**src/rtl/clock_divider_multi_pkg.sv**
```systemverilog
// Shared types and constants for the multi-channel clock divider.
// Optional phase-sync input is compiled in with CLKDIV_SYNC_EN.
package clock_divider_multi_pkg;

  typedef enum logic {
    MODE_TOGGLE = 1'b0,
    MODE_TICK   = 1'b1
  } mode_e;

  localparam int CNT_W_DEF       = 28;
  localparam int DEFAULT_DIV_DEF = 1000000;

endpackage

`define CLKDIV_SLICE(vec, idx, w) vec[(idx)*(w) +: (w)]

```
**src/rtl/clock_divider_multi_channel.sv**
```systemverilog
// One divider channel: period counter, shadow divisor/mode, registered
// square-wave and tick outputs.
module clkdiv_channel
  import clock_divider_multi_pkg::*;
#(
  parameter int CNT_W       = CNT_W_DEF,
  parameter int DEFAULT_DIV = DEFAULT_DIV_DEF
) (
  input  logic             i_clock,
  input  logic             reset,
  input  logic             i_en,
  input  logic             i_sync,
  input  logic             i_mode,
  input  logic [CNT_W-1:0] i_div,
  output logic             o_clock,
  output logic             o_tick
);

  localparam logic [CNT_W-1:0] DIV_RST = CNT_W'(DEFAULT_DIV);

  logic [CNT_W-1:0] cnt_q, cnt_d;
  logic [CNT_W-1:0] div_q, div_d;
  mode_e            mode_q, mode_d;
  logic             clk_q, clk_d;
  logic             tick_q, tick_d;
  logic             tc;
  mode_e            mode_in;

  assign tc      = (cnt_q == div_q);
  assign mode_in = mode_e'(i_mode);

  always_comb begin
    cnt_d  = cnt_q;
    div_d  = div_q;
    mode_d = mode_q;
    clk_d  = clk_q;
    tick_d = 1'b0;
    if (!i_en || i_sync) begin
      cnt_d  = '0;
      clk_d  = 1'b0;
      div_d  = i_div;
      mode_d = mode_in;
    end else if (tc) begin
      // New mode decides the edge so a switch to tick mode lands low.
      cnt_d  = '0;
      tick_d = 1'b1;
      clk_d  = (mode_in == MODE_TICK) ? 1'b0 : ~clk_q;
      div_d  = i_div;
      mode_d = mode_in;
    end else begin
      cnt_d = cnt_q + CNT_W'(1);
    end
  end

  always_ff @(posedge i_clock or posedge reset) begin
    if (reset) begin
      cnt_q  <= '0;
      div_q  <= DIV_RST;
      mode_q <= MODE_TOGGLE;
      clk_q  <= 1'b0;
      tick_q <= 1'b0;
    end else begin
      cnt_q  <= cnt_d;
      div_q  <= div_d;
      mode_q <= mode_d;
      clk_q  <= clk_d;
      tick_q <= tick_d;
    end
  end

  assign o_clock = clk_q;
  assign o_tick  = tick_q;

endmodule

```
**src/rtl/clock_divider_multi.sv**
```systemverilog
// NUM_CH independent programmable dividers.
// Define CLKDIV_SYNC_EN to add i_sync, which phase-aligns all channels.
module clock_divider_multi
  import clock_divider_multi_pkg::*;
#(
  parameter int NUM_CH      = 4,
  parameter int CNT_W       = CNT_W_DEF,
  parameter int DEFAULT_DIV = DEFAULT_DIV_DEF
) (
  input  logic                    i_clock,
  input  logic                    reset,
  input  logic [NUM_CH-1:0]       i_en,
  input  logic [NUM_CH-1:0]       i_mode,
  input  logic [NUM_CH*CNT_W-1:0] i_div,
`ifdef CLKDIV_SYNC_EN
  input  logic                    i_sync,
`endif
  output logic [NUM_CH-1:0]       o_clock,
  output logic [NUM_CH-1:0]       o_tick
);

  logic sync;

`ifdef CLKDIV_SYNC_EN
  assign sync = i_sync;
`else
  assign sync = 1'b0;
`endif

  for (genvar c = 0; c < NUM_CH; c++) begin : g_ch
    clkdiv_channel #(
      .CNT_W       (CNT_W),
      .DEFAULT_DIV (DEFAULT_DIV)
    ) u_ch (
      .i_clock (i_clock),
      .reset   (reset),
      .i_en    (i_en[c]),
      .i_sync  (sync),
      .i_mode  (i_mode[c]),
      .i_div   (`CLKDIV_SLICE(i_div, c, CNT_W)),
      .o_clock (o_clock[c]),
      .o_tick  (o_tick[c])
    );
  end

endmodule
```
**config.mk**
```make
export PLATFORM = sky130hd
export DESIGN_NAME = clock_divider_multi
export DESIGN_NICKNAME = d
export VERILOG_FILES = /design/src/rtl/clock_divider_multi_pkg.sv /design/src/rtl/clock_divider_multi_channel.sv /design/src/rtl/clock_divider_multi.sv
export SDC_FILE = /design/constraint.sdc
export NUM_CORES = 1
export LEC_CHECK = 0
export CAP_MARGIN = 20
export CORE_MARGIN = 2
export CORE_UTILIZATION = 57
export DETAILED_ROUTE_END_ITERATION = 7
export PLACE_DENSITY_LB_ADDON = 0.15
export SLEW_MARGIN = 20
export SYNTH_ARGS = -nofsm -noshare
export SYNTH_HDL_FRONTEND = slang
export SYNTH_HIERARCHICAL = 1
export SYNTH_SLANG_ARGS = --single-unit
```
**constraint.sdc**
```tcl
create_clock -name i_clock -period 2.3 [get_ports i_clock]
set_clock_uncertainty 0.15 [all_clocks]
set_input_delay 0.23 -clock i_clock [delete_from_list [all_inputs] [get_ports i_clock]]
set_output_delay 0.23 -clock i_clock [all_outputs]
set_load 0.005 [all_outputs]
```
# [Yosys cells after proc, flatten, opt, wreduce, memory -nomap -nowiden]
# Cells that the tools add are included.
[totals] wordCells=68 in_bits=122 output_inout_bits=8 reg_bits=232
[classes] n_addsub=4 bitwise_logic=4 eq_ne=8 muxes=36
[op_table] cell="$mux 28" count=16
[op_table] cell="$add 28x1->28 const B" count=4
[op_table] cell="$eq 28x28->1" count=4
[op_table] cell="$mux 1" count=20
[op_table] cell="$ne 2x1->1 const B" count=4
[op_table] cell="$not 1->1" count=4

# [Longest topological paths before layout]
[depth] word_depth=4 ltp_mapped=8 depth_no_buf=6

# [Modules after synthesis]
# Netlist, hierarchy kept.
[by_module_without_submodules] module="clkdiv_channel" cells_per_inst=246 seq_area_each_um2=1460.2 area_each_um2=2934.1 instances=4
[by_module_without_submodules] module="clock_divider_multi" cells_per_inst=1 seq_area_each_um2=0.0 area_each_um2=3.8 instances=1

# [Worst setup path after synthesis]
# No wires, ideal clock.
[synth_timing] kind="flip-flop to flip-flop" start="register g_ch[0].u_ch.div_q[17]" end="register g_ch[0].u_ch.div_q[0]" period_less_slack_ns=2.070 arrival_time_ns=1.795 required_time_ns=2.025 setup_slack_ns=0.230 setup_ns=0.125 n_path_buf=2 stages_incl_launch_ff=8 cell_sequence="dfstp_2 -> xnor2_1 -> nand4_1 -> nor4_2 -> a31o_1 -> buf_6 -> buf_12 -> mux2_4"
[synth_between] elab_chain_len=2
[synth_lines] item="from (decl)" line_no="clock_divider_multi_channel.sv:22" source="logic [CNT_W-1:0] div_q, div_d;"
[synth_lines] item="from (signal assigned)" line_no="clock_divider_multi_channel.sv:64" source="div_q <= div_d;"
[synth_lines] item="$eq 28x28->1" line_no="clock_divider_multi_channel.sv:29" source="assign tc = (cnt_q == div_q);"
[synth_lines] item="$ne 2x1->1 (no source line)"
# Every way passes these cells.
# A chain may end at the register's enable or synchronous reset.

# [Worst setup path in the final report]
[layout_timing] start="register g_ch[2].u_ch.cnt_q[10]" end="register g_ch[2].u_ch.div_q[23]"
[layout_between] elab_chain_len=2
[layout_lines] item="from (decl)" line_no="clock_divider_multi_channel.sv:21" source="logic [CNT_W-1:0] cnt_q, cnt_d;"
[layout_lines] item="from (signal assigned)" line_no="clock_divider_multi_channel.sv:63" source="cnt_q <= cnt_d;"
[layout_lines] item="$eq 28x28->1" line_no="clock_divider_multi_channel.sv:29"
[layout_lines] item="$ne 2x1->1 (no source line)"
[layout_lines] item="to (signal assigned)" line_no="clock_divider_multi_channel.sv:64"
[layout_lines] item="to (decl)" line_no="clock_divider_multi_channel.sv:22"
# Every way passes these cells.

==> out/results.ini <==
[outcome]
outcome=finished clean

[yosys]
postSynth.asyncResetShare_pct=100.0
postSynthAreaPerCell_um2=11.92
synth_largest_area_cell=dfrtp_1
post_synth_most_frequent_cells=204 x dfrtp_1, 156 x xnor2_1, 132 x nor2_1
synth_cell_types=34
synthesized_flop_and_latch_total=232
synth_area_um2=11740
synth_ff_type=dfrtp_1
synth_edf_count=0
synth_most_common_cell=dfrtp_1
yosys_warn_count=6
top_cells_by_area_synth=dfrtp_1 43%, xnor2_1 12%, mux2_4 10%
synth_largest_type_area_fraction_pct=43.48
sequential_to_total_area_share_from_yosys_stat_pct=49.75
synthesis.instances=985

[global_routing]
first_global_vias=7958
largest_net_degree_at_the_start_of_global_routing=59
antenna_violations_before_repair=0
grt_util_all_layers_pct=22.42
globalRouteOverflowTotal=0
grt_pass1_wl_um=39760

[floorplanning]
pin_count=130
chipWidth_um=147.5
initial_core_util_pct=58.02
placementRows=52
die_y_um=147.5
core_region_area_um2=20230
floorplan.die_area_um2=21760

[placement]
preCtsSetupSlack_ps=44.02
place_hpwl_um=16850
placed_cell_area_um2=13430
dpl.cell_count=1398
gpl.final_weighted_congestion=0.7966
numPortBuffers=129

[drt]
detailedRoute.firstPassIterationCount=5
wire_per_inst_um=16.91
drc=0
wirelength_um=24670
detailroute.via_count=7691
drt.antenna.violating_nets=0
via_per_inst=5.271
drtIter0Drc=410

[cells_and_area]
seqCellArea_um2=5842
final_design_area_no_fill_um2=14630
fin_nets=1295
multiInputGateArea_um2=5527
synthToLayoutAreaGrowth_pct=24.63
share_of_cells_above_drive_strength_1_pct=23.32
layout.cells.non_filler=1459
fill_cells=1437
post-route-util_pct=72.31

[timing]
maxSlewHeadroom_pct=65.77
final-hold-violation-count=0
final_critical_path_setup_slack_ps=38.30
final_clock_period_utilization_by_the_worst_path_pct=98.33
timing_worst_slew_pin_value_ps=509.5
min_period_ps=2262
timing.final.setup_violations=0
setup_total_negative_slack_ps=0
grt_setup_unrepaired=true
max_freq_mhz=442.1
timing_max_transition_violations_final=0

[pwr]
total_leakage_power_nw=6.049
worst_ir_drop_vdd_mv=0.6091
power.density_nw_per_um2=654.9

[setup_path]
worst-r2r-cell-count=7
critical_path_sink_type=flip-flop
cp.required_ps=2550
timing.setup.critical_path_class=reg2reg
start_kind=flip-flop
worst-path-max-fanout=5
cp.arrival_ps=2510

[clock_tree]
tritoncts_num_sinks=232
cts_max_level=1
cts_buffers=25
worst_skew_pair.late_latency_ps=520
cts_root_buf=clkbuf_16
tritoncts=done
path_clk_slew_ps=60
cts.path.max_buffers=3

[run]
cap_viol_max_count=0

[min_path]
worst_hold_path_type=in2async

## placed cells by master, fill, tap and decap left out, types with 6 or more instances in the layout
cell	n
a21oi_1	8
and3_1	12
and4_1	12
buf_12	12
buf_4	31
clkbuf_16	31
clkbuf_8	6
clkdlybuf4s50_1	129
conb_1	8
dfrtp_1	203
dfstp_2	28
inv_1	20
mux2_2	26
mux2_4	83
nand2_1	40
nand3_1	40
nand4_1	36
nor2_1	132
nor3_1	18
nor3_2	6
nor4_2	11
or3_1	20
xnor2_1	150
xnor2_2	6
xor2_1	52
## cell families after synthesis
kind of cell | Yosys count | synth area share, %
AND/OR/NAND/NOR | 352 | 15.69
adder cells (fa/ha/maj) | 4 | 0.4263
AO/OA/AOI/OAI | 16 | 0.8100
other | 1 | 0.03194
multiplexers | 116 | 13.64
XOR/XNOR | 208 | 15.52
buffers and inverters | 56 | 4.135
flip-flops | 232 | 49.75
## worst paths after layout
kind	from	end	slack, ps
worst max-delay path	g_ch[2].u_ch/cnt_q[10]	g_ch[2].u_ch/div_q[23]	40
worst min-delay path	reset	g_ch[3].u_ch/div_q[5]	30
worst max register to register	g_ch[2].u_ch/cnt_q[10]	g_ch[2].u_ch/div_q[23]	40
worst min register to register	g_ch[3].u_ch/cnt_q[0]	g_ch[3].u_ch/cnt_q[0]	370
max in group asynchronous	reset	g_ch[3].u_ch/div_q[6]	1400
min in group i_clock	i_div[105]	g_ch[3].u_ch/div_q[21]	170
## report_power, final
| group | total (mW) | internal [mW] | switching, mW |
|---|---|---|---|
| clock network | 4.15 | 2.53 | 1.63 |
| logic | 0.989 | 0.625 | 0.364 |
| registers | 4.44 | 4.29 | 0.150 |
## registers in the layout, indices dropped and copies added, names as in the netlist
| signal | count |
|---|---|
| g_ch.u_ch/cnt_q | 112 |
| g_ch.u_ch/div_q | 112 |
| g_ch.u_ch/o_clock | 4 |
| g_ch.u_ch/o_tick | 4 |
## metrics by stage
stage / total power [mW] / hold slack, ps
after floorplan: 5.065 / 216.4
after global placement: 5.419 / 347.8
after detailed placement: 5.439 / 360.3
after CTS: 9.633 / 50.55
after global routing: 9.938 / 48.03
final: 9.583 / 26.38
## area by class of cell
class / count / area share [%]
flip-flops and latches: 232 / 39.93
multi-input cells: 704 / 37.77
repair buffers: 182 / 13.39
clock buffers: 32 / 4.866
well taps: 270 / 2.309
clock inverters: 14 / 1.103
inverters: 24 / 0.6157
diodes: 1 / 0.01710
## worst max-delay path, stage by stage, from the launching register on
cell and delay, ps:
dfrtp_1 440, xnor2_1 230, nand4_1 170, nor4_2 310, a31o_2 260, buf_12 130
clkbuf_16 150, mux2_4 290
## repair_timing
item,in CTS,in global routing
setup buffers,0,7
pin swaps,2,10
hold buffers,0,0
setup endpoints to repair,15,74
gates resized for setup,1,17
cloned,0,7
## layer usage
| metal | GRT usage (%) | vias up | wire (µm) |
|---|---|---|---|
| li1 | - | 3693 | - |
| met1 | 31.23 | 3800 | 11070 |
| met2 | 37.47 | 163 | 12150 |
| met3 | 3.210 | 35 | 897 |
| met4 | 5.481 | 0 | 544 |
| met5 | 0 | - | 0 |
No activity file was read; power rests on OpenSTA's default activity.
